$ cat config.mk
export PLATFORM = sky130hd
export DESIGN_NAME = acc_cpu_seq
export DESIGN_NICKNAME = d
export VERILOG_FILES = /design/src/rtl/acc_cpu_seq.sv
export SDC_FILE = /design/constraint.sdc
export NUM_CORES = 1
export LEC_CHECK = 0
export ABC_AREA = 1
export CAP_MARGIN = 20
export CORE_UTILIZATION = 30
export CTS_CLUSTER_DIAMETER = 40
export DETAILED_ROUTE_END_ITERATION = 7
export GPL_ROUTABILITY_DRIVEN = 0
export PLACE_DENSITY = 0.53
export SYNTH_ARGS = -nofsm -noshare
export SYNTH_HDL_FRONTEND = slang
export SYNTH_SLANG_ARGS = --single-unit
$ cat constraint.sdc
create_clock -name clk_in -period 3.35 [get_ports clk_in]
set_input_delay 0.67 -clock clk_in [delete_from_list [all_inputs] [get_ports clk_in]]
set_output_delay 0.67 -clock clk_in [all_outputs]
set_load 0.1 [all_outputs]
$ cat src/rtl/acc_cpu_seq.sv
// Multi-cycle accumulator CPU with handshaked instruction fetch, Z/C flags and a bounded call stack.
// Optional MUL opcode (0x0A) enabled by defining ACC_CPU_SEQ_MUL_EN.
module acc_cpu_seq #(
  parameter int unsigned WIDTH       = 16,
  parameter int unsigned REG_NUM     = 16,
  parameter int unsigned PC_W        = 16,
  parameter int unsigned STACK_DEPTH = 8
) (
  input  logic                  clk_in,
  input  logic                  rst_in,
  output logic [PC_W-1:0]       imem_addr,
  output logic                  imem_req,
  input  logic                  imem_ack,
  input  logic [8+WIDTH-1:0]    imem_data,
  output logic [WIDTH-1:0]      out,
  output logic                  halted,
  output logic                  stack_err
);

  localparam int unsigned IW  = 8 + WIDTH;
  localparam int unsigned RW  = $clog2(REG_NUM);
  localparam int unsigned SPW = $clog2(STACK_DEPTH) + 1;

  localparam logic [7:0] OP_LDI  = 8'h01;
  localparam logic [7:0] OP_ADD  = 8'h02;
  localparam logic [7:0] OP_SUB  = 8'h03;
  localparam logic [7:0] OP_AND  = 8'h04;
  localparam logic [7:0] OP_OR   = 8'h05;
  localparam logic [7:0] OP_XOR  = 8'h06;
  localparam logic [7:0] OP_LD   = 8'h07;
  localparam logic [7:0] OP_ST   = 8'h08;
  localparam logic [7:0] OP_ADDI = 8'h09;
`ifdef ACC_CPU_SEQ_MUL_EN
  localparam logic [7:0] OP_MUL  = 8'h0A;
`endif
  localparam logic [7:0] OP_JMP  = 8'h10;
  localparam logic [7:0] OP_JZ   = 8'h11;
  localparam logic [7:0] OP_JNZ  = 8'h12;
  localparam logic [7:0] OP_JC   = 8'h13;
  localparam logic [7:0] OP_CALL = 8'h14;
  localparam logic [7:0] OP_RET  = 8'h15;
  localparam logic [7:0] OP_HALT = 8'hFF;

  typedef enum logic [1:0] {S_FETCH, S_EXEC, S_HALT} state_t;

  state_t            state;
  logic [PC_W-1:0]   pc;
  logic [WIDTH-1:0]  acc;
  logic              z_flag;
  logic              c_flag;
  logic [7:0]        op;
  logic [WIDTH-1:0]  imm;
  logic [SPW-1:0]    sp;
  logic [WIDTH-1:0]  regs  [REG_NUM];
  logic [PC_W-1:0]   stack [STACK_DEPTH];

  logic [RW-1:0]     r_idx;
  logic [WIDTH-1:0]  rsel;
  logic [PC_W-1:0]   pc_inc;
  logic [PC_W-1:0]   jmp_tgt;
  logic [SPW-1:0]    sp_m1;
  logic [WIDTH-1:0]  alu_res;
  logic              alu_c;
  logic              alu_wr;
  logic              flag_wr;

  assign imem_addr = pc;
  assign r_idx     = imm[RW-1:0];
  assign rsel      = regs[r_idx];
  assign pc_inc    = pc + PC_W'(1);
  assign jmp_tgt   = imm[PC_W-1:0];
  assign sp_m1     = sp - SPW'(1);

`ifdef ACC_CPU_SEQ_MUL_EN
  logic [2*WIDTH-1:0] prod;
  assign prod = (2*WIDTH)'(acc) * (2*WIDTH)'(rsel);
`endif

  // Accumulator result and flag updates for the latched instruction
  always_comb begin
    alu_res = acc;
    alu_c   = c_flag;
    alu_wr  = 1'b0;
    flag_wr = 1'b0;
    case (op)
      OP_LDI:  begin alu_res = imm;  alu_wr = 1'b1; end
      OP_LD:   begin alu_res = rsel; alu_wr = 1'b1; end
      OP_ADD:  begin {alu_c, alu_res} = {1'b0, acc} + {1'b0, rsel}; alu_wr = 1'b1; flag_wr = 1'b1; end
      OP_SUB:  begin {alu_c, alu_res} = {1'b0, acc} - {1'b0, rsel}; alu_wr = 1'b1; flag_wr = 1'b1; end
      OP_ADDI: begin {alu_c, alu_res} = {1'b0, acc} + {1'b0, imm};  alu_wr = 1'b1; flag_wr = 1'b1; end
      OP_AND:  begin alu_res = acc & rsel; alu_c = 1'b0; alu_wr = 1'b1; flag_wr = 1'b1; end
      OP_OR:   begin alu_res = acc | rsel; alu_c = 1'b0; alu_wr = 1'b1; flag_wr = 1'b1; end
      OP_XOR:  begin alu_res = acc ^ rsel; alu_c = 1'b0; alu_wr = 1'b1; flag_wr = 1'b1; end
`ifdef ACC_CPU_SEQ_MUL_EN
      OP_MUL:  begin alu_res = prod[WIDTH-1:0]; alu_c = |prod[2*WIDTH-1:WIDTH]; alu_wr = 1'b1; flag_wr = 1'b1; end
`endif
      default: ;
    endcase
  end

  // Fetch/execute/halt sequencer; later assignments to state/req override the defaults
  always_ff @(posedge clk_in) begin
    if (rst_in) begin
      state     <= S_FETCH;
      pc        <= '0;
      acc       <= '0;
      z_flag    <= 1'b0;
      c_flag    <= 1'b0;
      op        <= '0;
      imm       <= '0;
      sp        <= '0;
      out       <= '0;
      halted    <= 1'b0;
      stack_err <= 1'b0;
      imem_req  <= 1'b0;
      for (int unsigned i = 0; i < REG_NUM; i++) regs[i] <= '0;
    end else begin
      case (state)
        S_FETCH: begin
          if (!imem_req) begin
            imem_req <= 1'b1;
          end else if (imem_ack) begin
            op       <= imem_data[IW-1:WIDTH];
            imm      <= imem_data[WIDTH-1:0];
            imem_req <= 1'b0;
            state    <= S_EXEC;
          end
        end
        S_EXEC: begin
          state    <= S_FETCH;
          imem_req <= 1'b1;
          pc       <= pc_inc;
          if (alu_wr) begin
            acc <= alu_res;
            out <= alu_res;
          end
          if (flag_wr) begin
            z_flag <= (alu_res == '0);
            c_flag <= alu_c;
          end
          case (op)
            OP_ST:  regs[r_idx] <= acc;
            OP_JMP: pc <= jmp_tgt;
            OP_JZ:  if (z_flag)  pc <= jmp_tgt;
            OP_JNZ: if (!z_flag) pc <= jmp_tgt;
            OP_JC:  if (c_flag)  pc <= jmp_tgt;
            OP_CALL: begin
              if (sp == SPW'(STACK_DEPTH)) begin
                stack_err <= 1'b1;
                halted    <= 1'b1;
                imem_req  <= 1'b0;
                state     <= S_HALT;
              end else begin
                stack[sp[SPW-2:0]] <= pc_inc;
                sp <= sp + SPW'(1);
                pc <= jmp_tgt;
              end
            end
            OP_RET: begin
              if (sp == '0) begin
                stack_err <= 1'b1;
                halted    <= 1'b1;
                imem_req  <= 1'b0;
                state     <= S_HALT;
              end else begin
                sp <= sp_m1;
                pc <= stack[sp_m1[SPW-2:0]];
              end
            end
            OP_HALT: begin
              halted   <= 1'b1;
              imem_req <= 1'b0;
              state    <= S_HALT;
            end
            default: ;
          endcase
        end
        S_HALT: imem_req <= 1'b0;
        default: begin
          state    <= S_FETCH;
          imem_req <= 1'b0;
        end
      endcase
    end
  end

endmodule
# After elaboration in Yosys (flattened, before gate mapping)
# Memory sizes are Yosys's and may differ from the RTL's. A register that Yosys moved wholly into a read port is not among the register bits.
# Index checks and enable logic that the tools add are counted.
[word_totals]
reg_bits = 67
latchBits = 0
ram_bits = 384
rom_bits = 0
inputBits = 27
output_inout_bits = 35
word_cells = 110
n_memories = 2
[classes]
add_sub_neg = 6
multipliers = 0
div = 0
magnitude_cmp = 0
eq_ne = 25
shifts = 0
muxes = 44
bitwise_logic = 4
reduce_logical = 18
[mem_list]
columns = ["name", "words", "word_bits", "read_ports", "rd_ports_with_merged_regs", "wr", "line", "text"]
rows = [
  ["regs", 16, 16, 1, 1, 16, "54", "logic [WIDTH-1:0] regs [REG_NUM];"],
  ["stack", 8, 16, 1, 0, 1, "55", "logic [PC_W-1:0] stack [STACK_DEPTH];"],
]
[ops]
columns = ["op", "n"]
rows = [
  ["$pmux W16 S8", 1],
  ["$mux W16", 6],
  ["$pmux W16 S6", 1],
  ["$eq A8 B5 Y1 const B", 6],
  ["$add A16 B16 Y17", 2],
  ["$eq A8 B3 Y1 const B", 4],
  ["$mux W4", 5],
  ["$mux W1", 19],
  ["$sub A16 B16 Y17", 1],
  ["$add A16 B1 Y16 const B", 1],
  ["$and A16 B16 Y16", 1],
  ["$eq A8 B2 Y1 const B", 2],
  ["$eq A8 B4 Y1 const B", 2],
  ["$logic_not A16 Y1", 1],
  ["$or A16 B16 Y16", 1],
  ["$reduce_or A16 Y1", 1],
  ["$xor A16 B16 Y16", 1],
  ["$ne A2 B2 Y1 const B", 6],
  ["$pmux W2 S3", 2],
  ["$reduce_and A4 Y1", 3],
  ["$reduce_and A3 Y1", 3],
  ["$eq A8 B1 Y1 const B", 1],
  ["$eq A8 B8 Y1 const B", 1],
  ["$mux W2", 4],
  ["other kinds (19)", 22],
]

# Logic depth before layout (Yosys ltp)
# Gate-level depths: netlist of run 1.
[logic_depth]
depth_word = 7
ltp_mapped = 29
ltp_nobuf = 27

# Least setup slack after synthesis of run 1
# Ideal clock, no wire load.
[synth_path]
path_type = "register to register"
startpoint = "reg acc[0]"
endpoint = "reg z_flag"
t_arrival_ns = 3.546
required_ns = 3.283
path_slack_ns = -0.264
stages_incl_launch_ff = 21
n_path_buf = 1
path_cell_list = "dfxtp_1 clkinv_1 clkbuf_1 ha_1 fa_1 inv_1 nand2_1 nand2_1 nand3_1 nand2_1 nand2_1 nand3_1 and2_1 nor2_1 nor2_1 nand2_1 nor2_1 nand2_1 nor2_1 nand2_1 a21oi_2"
[synth_between]
elab_chain_cells = 3
elab_cells_between_ends = 8
cone_classes = "add/sub (3); mux (1); bitwise (3); reduce/logical (1)"
[synth_lines]
columns = ["item", "line", "text"]
rows = [
  ["start: declaration", "48", "logic [WIDTH-1:0] acc;"],
  ["start signal: assignment", "134", "acc <= alu_res;"],
  ["$add A16 B16 Y17 (tied with other cells)", "90", "OP_ADDI: begin {alu_c, alu_res} = {1'b0, acc} + {1'b0, imm}; alu_wr = 1'b1; flag_wr = 1'b1; end"],
  ["$pmux W16 S8 *", "85", "case (op)"],
  ["$logic_not A16 Y1 *", "138", "z_flag <= (alu_res == '0);"],
  ["end signal: assignment", "138", ""],
  ["end: declaration", "49", "logic z_flag;"],
]
# Mark *: on every way between the ends. The rest lies on a longest branch, timed or not.
# A chain may end at the register's enable or synchronous reset.

==> run summary, run 1 <==
The power per standard cell area was 549 nW/um2; the mux contribution to synthesized area was 0. The period utilization was 1.02. The run finished, with violations left. The transition time of the tightest slew-check pin works out to 763 ps.

The number of placement rows was 103. For this run, the detailed router's first-pass iteration total came to 5. During placement, the flow inserted port buffers numbering 61. The run gives 27500 um2 as the post-detailed-placement cell area.

The initial core utilization is 0.304, and the global-route wire length before repair is 131 mm. The longest clock path from root to sink contains 3 buffers. The initial antenna violation count was 0.

The run gives 88.0 mm as the wire length after detailed routing. In this run the worst path has a maximum fanout of 7. Worst hold-check slack: 477 ps. The tools report the final hold violation count as 0. The logs give 0.000365 V for the worst supply voltage drop on vdd and 62 for the number of top-level pins. For the floorplan core area, the log shows 79300 um2.

Summed over all layers, the global routing overflow is 0. The share of post-route cells with drive strength above 1 is 0.246, and the area share of fa/ha/maj cells after synthesis is 0.0394. Entering global routing, the biggest net connects 69 pins. The cell type group with the largest total delay on the critical path is simple AND/OR/NAND/NOR gates. The tools report the count of antenna-violating nets left after detailed routing as 0. Buffers inserted during clock tree synthesis total 80. In this run the static leakage power is 12.6 nW. The critical path runs through a total of 27 cells. The proportion of netlist area held by the largest area contributor works out to 0.479.

Number of endpoints failing setup at the final stage: 2. For the relative slew slack, the log shows 0.492. The average routed wire per standard cell was 21.0 um. The arrival time of the worst setup path is 3950 ps.

The worst setup path category is flop to flop. After synthesis, the mean cell area works out to 8.69 um2. For this block, the via count after detailed routing is 21300.

Measured along the y axis, the die boundary spans 285 um. Max capacitance violation total: 0. The logs give 0 for the total number of yosys warnings and 0 for the number of antenna cells inserted. Yosys mapped the design onto 53 distinct sky130hd cell types.

The final setup slack of the worst path was -56.3 ps; the parity-gate share of the synthesized area counting xor and xnor cells was 0.00436. The library cell occupying the most area in the post-synthesis netlist is sky130_fd_sc_hd__edfxtp_1. The run gives 3 as the CTS H-tree depth.

Setup repair after global routing could not meet its margin everywhere. At the worst endpoint, the required time is 3900 ps. The fraction of registers with async set or reset after synthesis was 0. The tools report the via count of the first global-routing pass as 20300.

By area, the combinational part of the netlist is dominated by simple AND/OR/NAND/NOR gates. The floorplan step defined a die boundary enclosing 81400 um2. The remaining design rule violation count is 0. The run gives 0.538 as the post-synthesis sequential area ratio. The post-synthesis net count came out at 2874. Summed over all nets, the half-perimeter wirelength after detailed placement is 60.4 mm. The minimum setup slack after placement came out at -370 ps. The most used flip-flop cell after synthesis is sky130_fd_sc_hd__edfxtp_1. By area the synthesized netlist is led by sky130_fd_sc_hd__edfxtp_1 48%, sky130_fd_sc_hd__nor2_1 9.5%, sky130_fd_sc_hd__nand2_1 7.0%. From left edge to right edge, the die measures 285 um. Static timing analysis puts the maximum clock frequency at 294 MHz. The count of buffering cells on the critical path with inverters included came out at 8.

Measured in cells, the most critical reg-to-reg path has a length of 27. The synthesized design contains 384 enable-type register cells. The run gives 0 as the total count of max-transition violations in the final report. The design draws 17.5 mW. The netlist area before placement came out at 24100 um2. The min-delay analysis places its worst path in the category flop to flop. TritonCTS built the clock tree. STA classifies the critical path startpoint as a flop. The area fraction in compound gates after synthesis is 0.108. The nature of the critical path endpoint is a flop. The total global routing track utilization is 0.213, and the final standard cell area without fillers is 31900 um2. Using the TritonRoute via totals, the vias-per-cell ratio works out to 5.09.

The final total negative setup slack was -66.6 ps. The root buffer cell chosen for the clock tree is sky130_fd_sc_hd__clkbuf_16. Relative to the synthesized area, the layout overhead comes to 32.5%.

The checks that failed: negative setup slack. The count of state elements after synthesis works out to 455. The commonest cells after synthesis are 610 x sky130_fd_sc_hd__nor2_1, 452 x sky130_fd_sc_hd__nand2_1, 384 x sky130_fd_sc_hd__edfxtp_1. The number of cells on the worst hold path came out at 2. For the final database, setup skew stands at 57.2 ps.

The most frequent cell after synthesis was sky130_fd_sc_hd__nor2_1. The area share of and/or/nand/nor cells after synthesis is 0.245. Counting every sink on the clock net gives 455.

Clock latency on the worst-skew pair, taken at its later pin, is 640 ps. The tools report the number of standard cells after synthesis as 2773. The largest individual stage delay along the critical path comes from the cell sky130_fd_sc_hd__dfxtp_4. Clock-pin slew was measured on the worst setup and hold paths at 50 ps. Counting I/O delays and the setup requirement, the final critical path takes 3410 ps.

For this run, the slowest stage of the critical path takes 470 ps. The first routing iteration left 1861 violations. The net count of the finished layout is 3176.
-- logic make-up after synthesis --
logic type                 after synthesis
and+or+nand+nor                       1394
AOI/OAI and AO/OA                      455
DFF                                    455
buffers and inverters                  383
adders and majority gates               74
xor gates and xnor gates                12
-- metrics by stage --
step / utilization / std cells
global placement: 0.347 / 4011
CTS: 0.393 / 4176
floorplan: - / 2773
global route: 0.403 / 4190
finish: 0.403 / 4190
detailed placement: 0.347 / 4011
-- where the power goes --
group	switching [mW]	internal (mW)	total [mW]
clock network	3.08	5.14	8.22
registers	0.118	6.28	6.40
logic	1.77	1.13	2.90
total	4.97	12.6	17.5
-- layout by cell type, fill, tap and decap left out, types with 10 or more instances in the layout --
master,count
sky130_fd_sc_hd__nor2_1,582
sky130_fd_sc_hd__buf_12,23
sky130_fd_sc_hd__clkbuf_16,83
sky130_fd_sc_hd__nand4_1,15
sky130_fd_sc_hd__nor2_4,14
sky130_fd_sc_hd__o21ai_1,33
sky130_fd_sc_hd__clkdlybuf4s50_1,26
sky130_fd_sc_hd__nand2_2,62
sky130_fd_sc_hd__nor2_2,27
sky130_fd_sc_hd__inv_2,29
sky130_fd_sc_hd__o211ai_1,49
sky130_fd_sc_hd__clkinv_1,27
sky130_fd_sc_hd__ha_4,21
sky130_fd_sc_hd__o21ai_2,11
sky130_fd_sc_hd__dfxtp_2,13
sky130_fd_sc_hd__edfxtp_1,384
sky130_fd_sc_hd__o221ai_1,17
sky130_fd_sc_hd__nand3b_1,16
sky130_fd_sc_hd__nor3_1,13
sky130_fd_sc_hd__ha_1,47
sky130_fd_sc_hd__buf_6,16
sky130_fd_sc_hd__nand3_2,46
sky130_fd_sc_hd__nand3_1,170
sky130_fd_sc_hd__o21ai_0,190
sky130_fd_sc_hd__a21oi_1,87
sky130_fd_sc_hd__nor3_2,11
sky130_fd_sc_hd__a21oi_2,15
sky130_fd_sc_hd__buf_4,290
sky130_fd_sc_hd__o22ai_1,13
sky130_fd_sc_hd__nand2_1,403
sky130_fd_sc_hd__clkinvlp_4,11
sky130_fd_sc_hd__dfxtp_1,56
sky130_fd_sc_hd__clkinv_2,10
sky130_fd_sc_hd__inv_1,188
-- routing by layer --
layer	routed length [um]	up-vias	GRT usage
met4	3390	0	0.0852
li1	-	10000	-
met5	0	-	0
met1	37800	10400	0.287
met3	5770	177	0.0295
met2	41000	792	0.343
-- layout make-up --
cell class	count	area, um2
flip-flops and latches	455	13000
fillers	7813	47300
multi-input cells	1935	10700
well taps	1050	1310
inverters	241	932
repair buffers	362	3270
clock buffers	91	2100
clock inverters	56	659
-- worst min-delay path: cells and delay by family (launching register included) --
family	cells	cell delay, ps
flops	1	310
compound gates	1	50
simple gates	1	60
-- flip-flops by register name, summed over array words and instances (netlist names), named ones only --
register / cells
regs: 256
stack: 128
acc: 16
imem_addr: 16
imm: 16
op: 8
sp: 4
state: 2
c_flag: 1
halted: 1
imem_req: 1
stack_err: 1
z_flag: 1
-- what timing repair did --
action                     in CTS  in global routing
pin swaps                      45                 82
setup buffers                  12                 15
cloned                          6                  1
setup endpoints to repair      13                 13
gates resized for setup       156                184
hold buffers                    0                  0
-- final timing paths --
kind,start,endpoint,slack [ps]
worst max-delay path,flop,z_flag$_SDFFE_PP0P_,-60
worst min-delay path,c_flag$_SDFFE_PP0P_,c_flag$_SDFFE_PP0P_,480
worst max register to register,flop,z_flag$_SDFFE_PP0P_,-60
worst min register to register,c_flag$_SDFFE_PP0P_,c_flag$_SDFFE_PP0P_,480
No activity file was read; power rests on OpenSTA's default activity.
==> run 2, diff against run 1 <==
--- a/config.mk
+++ b/config.mk
@@ -10,8 +10,9 @@
 export CORE_UTILIZATION = 30
 export CTS_CLUSTER_DIAMETER = 40
 export DETAILED_ROUTE_END_ITERATION = 7
+export DONT_BUFFER_PORTS = 1
 export GPL_ROUTABILITY_DRIVEN = 0
-export PLACE_DENSITY = 0.53
+export PLACE_DENSITY = 0.52
 export SYNTH_ARGS = -nofsm -noshare
 export SYNTH_HDL_FRONTEND = slang
 export SYNTH_SLANG_ARGS = --single-unit
==> run 2 against run 1 <==
Against the previous run:
- the run ends with design-rule violations, negative setup slack left
- die area unchanged
- worst setup slack worse by 61 ps
- final cell count shrank 0.84%
- via count shrank 0.84%
- sequential share of layout area grew 0.60 points
- power is 0.40% higher
- wire length up 0.24%
- non-clock buffer count shrank 39
- register-to-register slack got worse by 60 ps
- worst hold slack got worse by 370 ps
- highest routed layer is now met5
==> run summary, run 2 (synthesized netlist as in run 1, its figures left out) <==
The flow ran to the end, but the final reports show violations. The checks that failed: design-rule violations, negative setup slack. Setup repair after global routing could not meet its margin everywhere. The initial antenna violation count was 5 (+5). The total number of vias is 21100 (-0.84%), and the number of nets in the final layout is 3137 (-1.2%). The tools report the total count of max-transition violations in the final report as 0 (unchanged).

The CTS H-tree depth was 3 (unchanged). The utilization after layout is 0.397 (-0.00592), and the total iterations of the first detailed-routing run is 8 (+3). The post-detailed-placement cell area is 27100 um2 (-1.4%). The violation count after the first detailed-routing iteration was 2024 (+8.8%). The worst min-delay path class is primary input to flop. STA classifies the critical path startpoint as a flop. The number of cells traversed by the worst register-to-register path works out to 26 (-3.7%). The root buffer cell chosen for the clock tree is sky130_fd_sc_hd__clkbuf_16. The wire length after detailed routing was 88.2 mm (+0.24%); the arrival time of the worst setup path was 4030 ps (+80 ps). The run gives 3 (unchanged) as the maximum buffer depth of the clock tree.

The logs give 19700 (-3.0%) for the via count of the first global-routing pass and 60.5 mm (+0.18%) for the HPWL after detailed placement. The total global routing track utilization is 0.210 (-0.00249), and the period utilization is 1.04 (+0.0183). The relative slew slack was 0.286 (-0.206). The tools report the final standard cell area without fillers as 31400 um2 (-1.5%).

The number of hold buffers added after cts was 0 (unchanged). The number of cells on the worst hold path was 1 (-1). The clock-pin slew on the worst setup and hold paths is 50 ps (about the same). The logs give 0 (unchanged) for the final hold violation count and 109 ps (-368 ps) for the worst hold-check slack.

Final critical path time including I/O delays and setup: 3470 ps (+61.3 ps). For the initial core utilization, the log shows 0.304 (unchanged). The worst setup slack for register-to-register paths came out at -120 ps (-60 ps).

The startpoint identified for the worst hold timing path is rst_in. The largest fanout on the critical path was 9 (+2). The path with the worst hold slack has its endpoint at imem_addr[9]$_SDFFE_PP0P_. The power per standard cell area came out at 560 nW/um2 (+1.9%).

The tools report the placed cell count as 3970 (-1.0%). The library cells used most frequently in the layout, excluding fill and tap cells, are 576 x sky130_fd_sc_hd__nor2_1, 406 x sky130_fd_sc_hd__nand2_1, 384 x sky130_fd_sc_hd__edfxtp_1, 281 x sky130_fd_sc_hd__buf_4, 200 x sky130_fd_sc_hd__o21ai_0. The run gives 62 (unchanged) as the number of top-level pins.

The run gives 0 (unchanged) as the max capacitance violation total. The floorplan core area is 79300 um2 (unchanged), and the number of clock sinks seen by CTS is 455 (unchanged). The run gives 17.6 mW (+0.40%) as the total power of the final layout.

The remaining design rule violation count is 1 (+1). The run gives 0 (unchanged) as the total global routing overflow. Leaving out fill and tap cells, the most frequent cell in the layout is sky130_fd_sc_hd__nor2_1.

The fmax is 288 MHz (-1.8%). The detail-routed via count per cell is 5.09 (about the same). The average routed wire per standard cell is 21.2 um (+1.1%). Global-route wire length before repair: 129 mm (-1.5%). The worst register-to-register path ends at z_flag$_SDFFE_PP0P_. The largest net degree at the start of global routing is 69 (unchanged), and the port buffer count is 0 (-100%). The worst-skew pair later-pin latency was 640 ps (about the same); the number of flip-flops under the largest register name was 256 (unchanged). Compared with the post-synthesis result, the final layout area differs by 30.5%. The register with the highest flop count is regs. For the area enclosed by the die boundary, the log shows 81400 um2 (unchanged). The share of post-route cells with drive strength above 1 was 0.246 (about the same).

The tools report the nature of the critical path endpoint as a flop. The number of endpoints failing setup at the final stage was 4 (+2). The die span in x works out to 285 um (unchanged). The static leakage was 12.4 nW (-1.3%). TritonCTS built the clock tree.

Transition time of the tightest slew-check pin: 1070 ps (+307 ps). The tools report the final clock skew as 49.4 ps (-7.82 ps). The run gives -578 ps (-208 ps) as the minimum setup slack after placement. Worst supply voltage drop on vdd: 0.000397 V (+8.6%). The tools report the final setup slack of the worst path as -118 ps (-61.3 ps). Number of clock buffers inserted by TritonCTS: 80 (unchanged). The run gives -218 ps (-152 ps) as the final total negative setup slack. The number of placement rows was 103 (unchanged). The required time at the endpoint of the critical path was 3910 ps (about the same); the die boundary height was 285 um (unchanged). The number of cells in the finished layout apart from fillers came out at 4155 (-0.84%). For the count of antenna-violating nets left after detailed routing, the log shows 0 (unchanged). The worst setup path category was flop to flop.
## run 2: cell type report
| class | count | area, um2 |
|---|---|---|
| Fill cell | 7846 | 47800 |
| Sequential cell | 455 | 13000 |
| Multi-Input combinational cell | 1935 | 10600 |
| Timing Repair Buffer | 323 | 2860 |
| Clock buffer | 88 | 2060 |
| Tap cell | 1050 | 1310 |
| Inverter | 241 | 916 |
| Clock inverter | 61 | 741 |
| Antenna cell | 2 | 5.00 |
## run 2: critical path: stages, from the launching register on
cell and delay, ps:
sky130_fd_sc_hd__dfxtp_4 410, sky130_fd_sc_hd__clkinv_4 90, sky130_fd_sc_hd__buf_12 130, sky130_fd_sc_hd__buf_4 170, sky130_fd_sc_hd__buf_4 150, sky130_fd_sc_hd__nand2_1 50, sky130_fd_sc_hd__nand2_1 50, sky130_fd_sc_hd__nand2_1 80
sky130_fd_sc_hd__nand3_2 130, sky130_fd_sc_hd__nand3_4 140, sky130_fd_sc_hd__nand2_4 100, sky130_fd_sc_hd__buf_4 150, sky130_fd_sc_hd__ha_1 210, sky130_fd_sc_hd__buf_4 160, sky130_fd_sc_hd__a21oi_4 180, sky130_fd_sc_hd__o21ai_2 90
sky130_fd_sc_hd__inv_1 60, sky130_fd_sc_hd__nand2_1 60, sky130_fd_sc_hd__nor2_1 130, sky130_fd_sc_hd__o21ai_2 110, sky130_fd_sc_hd__nor2_2 140, sky130_fd_sc_hd__nand2_1 120, sky130_fd_sc_hd__nand2_1 80, sky130_fd_sc_hd__nand3_1 80
sky130_fd_sc_hd__nor2_1 110, sky130_fd_sc_hd__nand2_1 70, sky130_fd_sc_hd__a21oi_2 100
## run 2: per-layer routing
| layer | global-route usage | part of all wire | vias to the layer above |
|---|---|---|---|
| li1 | - | - | 9938 |
| met1 | 0.288 | 0.43 | 10200 |
| met2 | 0.329 | 0.46 | 844 |
| met3 | 0.0373 | 0.072 | 159 |
| met4 | 0.0825 | 0.038 | 2 |
| met5 | 0 | 0.00015 | - |
## run 2: worst max path at each step
stage / start / endpoint / slack (ps)
floorplan: acc[9]$_SDFFE_PP0P_ / z_flag$_SDFFE_PP0P_ / 6
global placement: flop / z_flag$_SDFFE_PP0P_ / -620
detailed placement: flop / z_flag$_SDFFE_PP0P_ / -580
CTS: flop / z_flag$_SDFFE_PP0P_ / -40
global route: flop / z_flag$_SDFFE_PP0P_ / -270
finish: flop / z_flag$_SDFFE_PP0P_ / -120
## run 2: report_power, final
| part | total [mW] | leakage [nW] | switching [mW] | internal (mW) |
|---|---|---|---|---|
| Sequential | 6.38 | 4.38 | 0.0978 | 6.28 |
| Clock | 8.36 | 1.34 | 3.17 | 5.19 |
| Combinational | 2.86 | 6.71 | 1.76 | 1.10 |
| Total | 17.6 | 12.4 | 5.03 | 12.6 |
## run 2: timing repair
item | in CTS | in global routing
gates resized for setup | 146 | 166
setup buffers | 14 | 16
cloned | 2 | 4
endpoints found under the setup margin | 13 | 12
pin swaps | 43 | 79
==> run 3, diff against run 2 <==
==> constraint.sdc (replaced) <==
create_clock -name clk_in -period 3.35 [get_ports clk_in]
set_input_delay 0.67 -clock clk_in [delete_from_list [all_inputs] [get_ports clk_in]]
set_output_delay 0.67 -clock clk_in [all_outputs]
set_load 0.01 [all_outputs]
==> run 3 against run 2 <==
Against the previous run:
- the flow finishes with violations (negative setup slack)
- combinational power fell by 6%
- wire length increased by 0.49%
- largest cell class unchanged
- clock skew fell by 20 ps
- critical path type unchanged
- global-route usage grew 0.29 points
- first-iteration DRC count shrank 7.5%
- final area shrank 0.51%
==> run summary, run 3 (synthesized netlist as in run 1, its figures left out) <==
The violation count after the first detailed-routing iteration came out at 1873 (-7.5%). Global-route wire length before repair: 130 mm (+1.4%). Leaving out fill and tap cells, the most frequent cells in the layout are 578 x sky130_fd_sc_hd__nor2_1, 415 x sky130_fd_sc_hd__nand2_1, 384 x sky130_fd_sc_hd__edfxtp_1, 264 x sky130_fd_sc_hd__buf_4, 198 x sky130_fd_sc_hd__o21ai_0. The final critical path time including I/O delays and setup works out to 3440 ps (-29.2 ps). Setup repair after global routing could not meet its margin everywhere.

The cell internal power dissipation was 12.8 mW (+1.8%). Die boundary height: 285 um (unchanged). The master cell of the clock root buffer is sky130_fd_sc_hd__clkbuf_16. The tools report the final hold violation count as 0 (unchanged).

The logs give 0 (-1) for the remaining design rule violation count and 0.152 (-0.010) for the share of power burned in combinational logic. For the number of placement rows, the log shows 103 (unchanged). The initial antenna violation count was 5 (unchanged). Leaving out fill and tap cells, the most frequent cell in the layout is sky130_fd_sc_hd__nor2_1. Net switching power figure: 4.93 mW (-1.9%). The clock group share of total power was 0.487 (+0.012); the static leakage was 12.4 nW (-0.60%). The utilization after layout was 0.395 (-0.00204).

The average routed wire per standard cell came out at 21.4 um (+0.88%). The number of cells traversed by the worst register-to-register path is 26 (unchanged), and the initial core utilization is 0.304 (unchanged). The area enclosed by the die boundary came out at 81400 um2 (unchanged).

The number of nets in the final layout came out at 3119 (-0.57%). The tools report the via count of the first global-routing pass as 20100 (+1.9%). The floorplan core area was 79300 um2 (unchanged). Period utilization: 1.03 (-0.00871). Worst setup path category: flop to flop.

The flow ran to the end, but the final reports show violations. The total global routing track utilization is 0.213 (+0.00294), and the final standard cell area without fillers is 31300 um2 (-0.51%). The logs give 3 (unchanged) for the maximum buffer depth of the clock tree and 0 (unchanged) for the total count of max-transition violations in the final report. For the count of antenna-violating nets left after detailed routing, the log shows 0 (unchanged). The number of clock sinks seen by CTS is 455 (unchanged), and the max capacitance violation total is 0 (unchanged). The number of top-level pins is 62 (unchanged), and the switching share of power is 0.278 (-0.00755). The run gives 59.5 mm (-1.7%) as the HPWL after detailed placement. Register with the highest flop count: regs.

For the number of endpoints failing setup at the final stage, the log shows 4 (unchanged). Power per standard cell area: 567 nW/um2 (+1.3%). Sequential cell fraction of total power: 0.361 (-0.002). The number of flip-flops under the largest register name came out at 256 (unchanged). For the relative slew slack, the log shows 0.417 (+0.131).

The arrival time of the worst setup path is 3990 ps (-40 ps), and the worst-skew pair later-pin latency is 630 ps (about the same). From synthesis to final layout, the design area changed by 29.8%. The run gives 88.6 mm (+0.49%) as the wire length after detailed routing.

The most critical setup path has its endpoint at z_flag$_SDFFE_PP0P_. Total global routing overflow: 0 (unchanged). The die span in x is 285 um (unchanged). The total power of the final layout was 17.7 mW (+0.76%); the port buffer count was 0 (unchanged). The final reports fail on negative setup slack. The logs give 26900 um2 (-0.69%) for the post-detailed-placement cell area and 7850 (+0.051%) for the number of fill cells. The share of post-route cells with drive strength above 1 is 0.231 (-0.0150), and the clock-pin slew on the worst setup and hold paths is 50 ps (about the same). Number of clock buffers inserted by TritonCTS: 83 (+3.8%). The worst setup path is captured at a flop. TritonCTS built the clock tree. The transition time of the tightest slew-check pin is 871 ps (-199 ps). The largest fanout on the critical path is 16 (+7).

The worst hold-check slack was 134 ps (+24.7 ps); the number of hold buffers added after cts was 0 (unchanged). The run gives 69 (unchanged) as the largest net degree at the start of global routing. The worst setup slack for register-to-register paths is -90 ps (+30 ps), and the total number of vias is 21000 (-0.51%). The CTS H-tree depth is 3 (unchanged), and the required time at the endpoint of the critical path is 3910 ps (about the same). The tools report the minimum setup slack after placement as -372 ps (+206 ps). The tools report the final clock skew as 29.0 ps (-20.4 ps). The tools report the category of the worst setup path launch point as a flop. The worst register-to-register path ends at z_flag$_SDFFE_PP0P_.

Total iterations of the first detailed-routing run: 6 (-2). The run gives 291 MHz (+0.85%) as the fmax. The worst supply voltage drop on vdd was 0.000388 V (-2.1%). The detail-routed via count per cell was 5.08 (-0.12%); the final setup slack of the worst path was -88.4 ps (+29.2 ps). The path class of the tightest hold or removal check is primary input to flop.
==> run 3: cell count changes in the layout (fill, tap and decap cells not counted), sizes merged <==
cell / change
buf: -20
diode: -1
bufbuf: +1
clkinv: -10
clkinvlp: +1
inv: +8
clkbuf: +5
==> run 3: cell type report <==
class,count,area (um2),area share
antenna,1,2.50,0.0000800
multi-input combinational,1935,10500,0.335
timing repair buffer,302,2710,0.0866
tap,1050,1310,0.0420
sequential,455,13000,0.414
inverter,241,922,0.0295
clock inverter,60,688,0.0220
clock buffer,95,2190,0.0702
==> run 3: repair_timing <==
action	in CTS	in global routing
cloned	6	2
endpoints found under the setup margin	13	15
pin swaps	46	93
setup buffers	12	16
resized for setup	127	152
==> run 3: power by group through the flow <==
stage / combinational, mW / clock (mW) / sequential [mW]
2_1_floorplan: 1.15 / 0 / 6.46
3_3_place_gp: 2.19 / 0 / 6.50
6_report: 2.70 / 8.64 / 6.39
4_1_cts: 2.42 / 8.75 / 6.39
5_1_grt: 2.89 / 8.98 / 6.40
3_5_place_dp: 2.19 / 0 / 6.50
==> run 3: worst min-delay path by stage <==
stage	depth (start not counted)	from	endpoint
after global placement	1	sp[3]$_SDFFE_PP0P_	sp[3]$_SDFFE_PP0P_
after global routing	1	rst_in	imem_addr[9]$_SDFFE_PP0P_
after detailed placement	2	c_flag$_SDFFE_PP0P_	c_flag$_SDFFE_PP0P_
after floorplan	1	sp[3]$_SDFFE_PP0P_	sp[3]$_SDFFE_PP0P_
final	1	rst_in	imem_addr[9]$_SDFFE_PP0P_
after CTS	1	rst_in	imem_addr[9]$_SDFFE_PP0P_
==> run 3: worst max-delay path, stage by stage, from the launching register on <==
cell                        delay (ps)
sky130_fd_sc_hd__dfxtp_4           430
sky130_fd_sc_hd__clkinv_8          130
sky130_fd_sc_hd__bufbuf_16         320
sky130_fd_sc_hd__nand2_1            60
sky130_fd_sc_hd__nand3_1            90
sky130_fd_sc_hd__nand3_2           120
sky130_fd_sc_hd__nand3_2           150
sky130_fd_sc_hd__nand2_4           140
sky130_fd_sc_hd__inv_1              90
sky130_fd_sc_hd__ha_4              320
sky130_fd_sc_hd__buf_4             150
sky130_fd_sc_hd__nand2_1            90
sky130_fd_sc_hd__inv_1              80
sky130_fd_sc_hd__nand3_2            90
sky130_fd_sc_hd__nand2_2           110
sky130_fd_sc_hd__nand2_1            60
sky130_fd_sc_hd__nand3_1            60
sky130_fd_sc_hd__nand2_1            70
sky130_fd_sc_hd__inv_2              70
sky130_fd_sc_hd__nand2_2            50
sky130_fd_sc_hd__nor2_2            130
sky130_fd_sc_hd__nor2_1             60
sky130_fd_sc_hd__nor2_2            110
sky130_fd_sc_hd__nand3_2           110
sky130_fd_sc_hd__nor2_2             90
sky130_fd_sc_hd__nand2_1            70
sky130_fd_sc_hd__a21oi_2           110
==> run 3: per-layer routing <==
layer | up-vias | share of wire | GRT usage | routed length [um]
met3 | 192 | 0.068 | 0.0368 | 6040
met4 | 2 | 0.039 | 0.0850 | 3470
li1 | 9902 | - | - | -
met1 | 10200 | 0.43 | 0.284 | 38300
met5 | - | 0.000079 | 0 | 7
met2 | 767 | 0.46 | 0.343 | 40800
==> run 3: per-stage QoR <==
step	std cells	setup TNS (ps)
2_1_floorplan	2773	0
3_3_place_gp	3947	-1980
3_5_place_dp	3947	-2170
4_1_cts	4120	-127
5_1_grt	4139	-1630
6_report	4139	-163
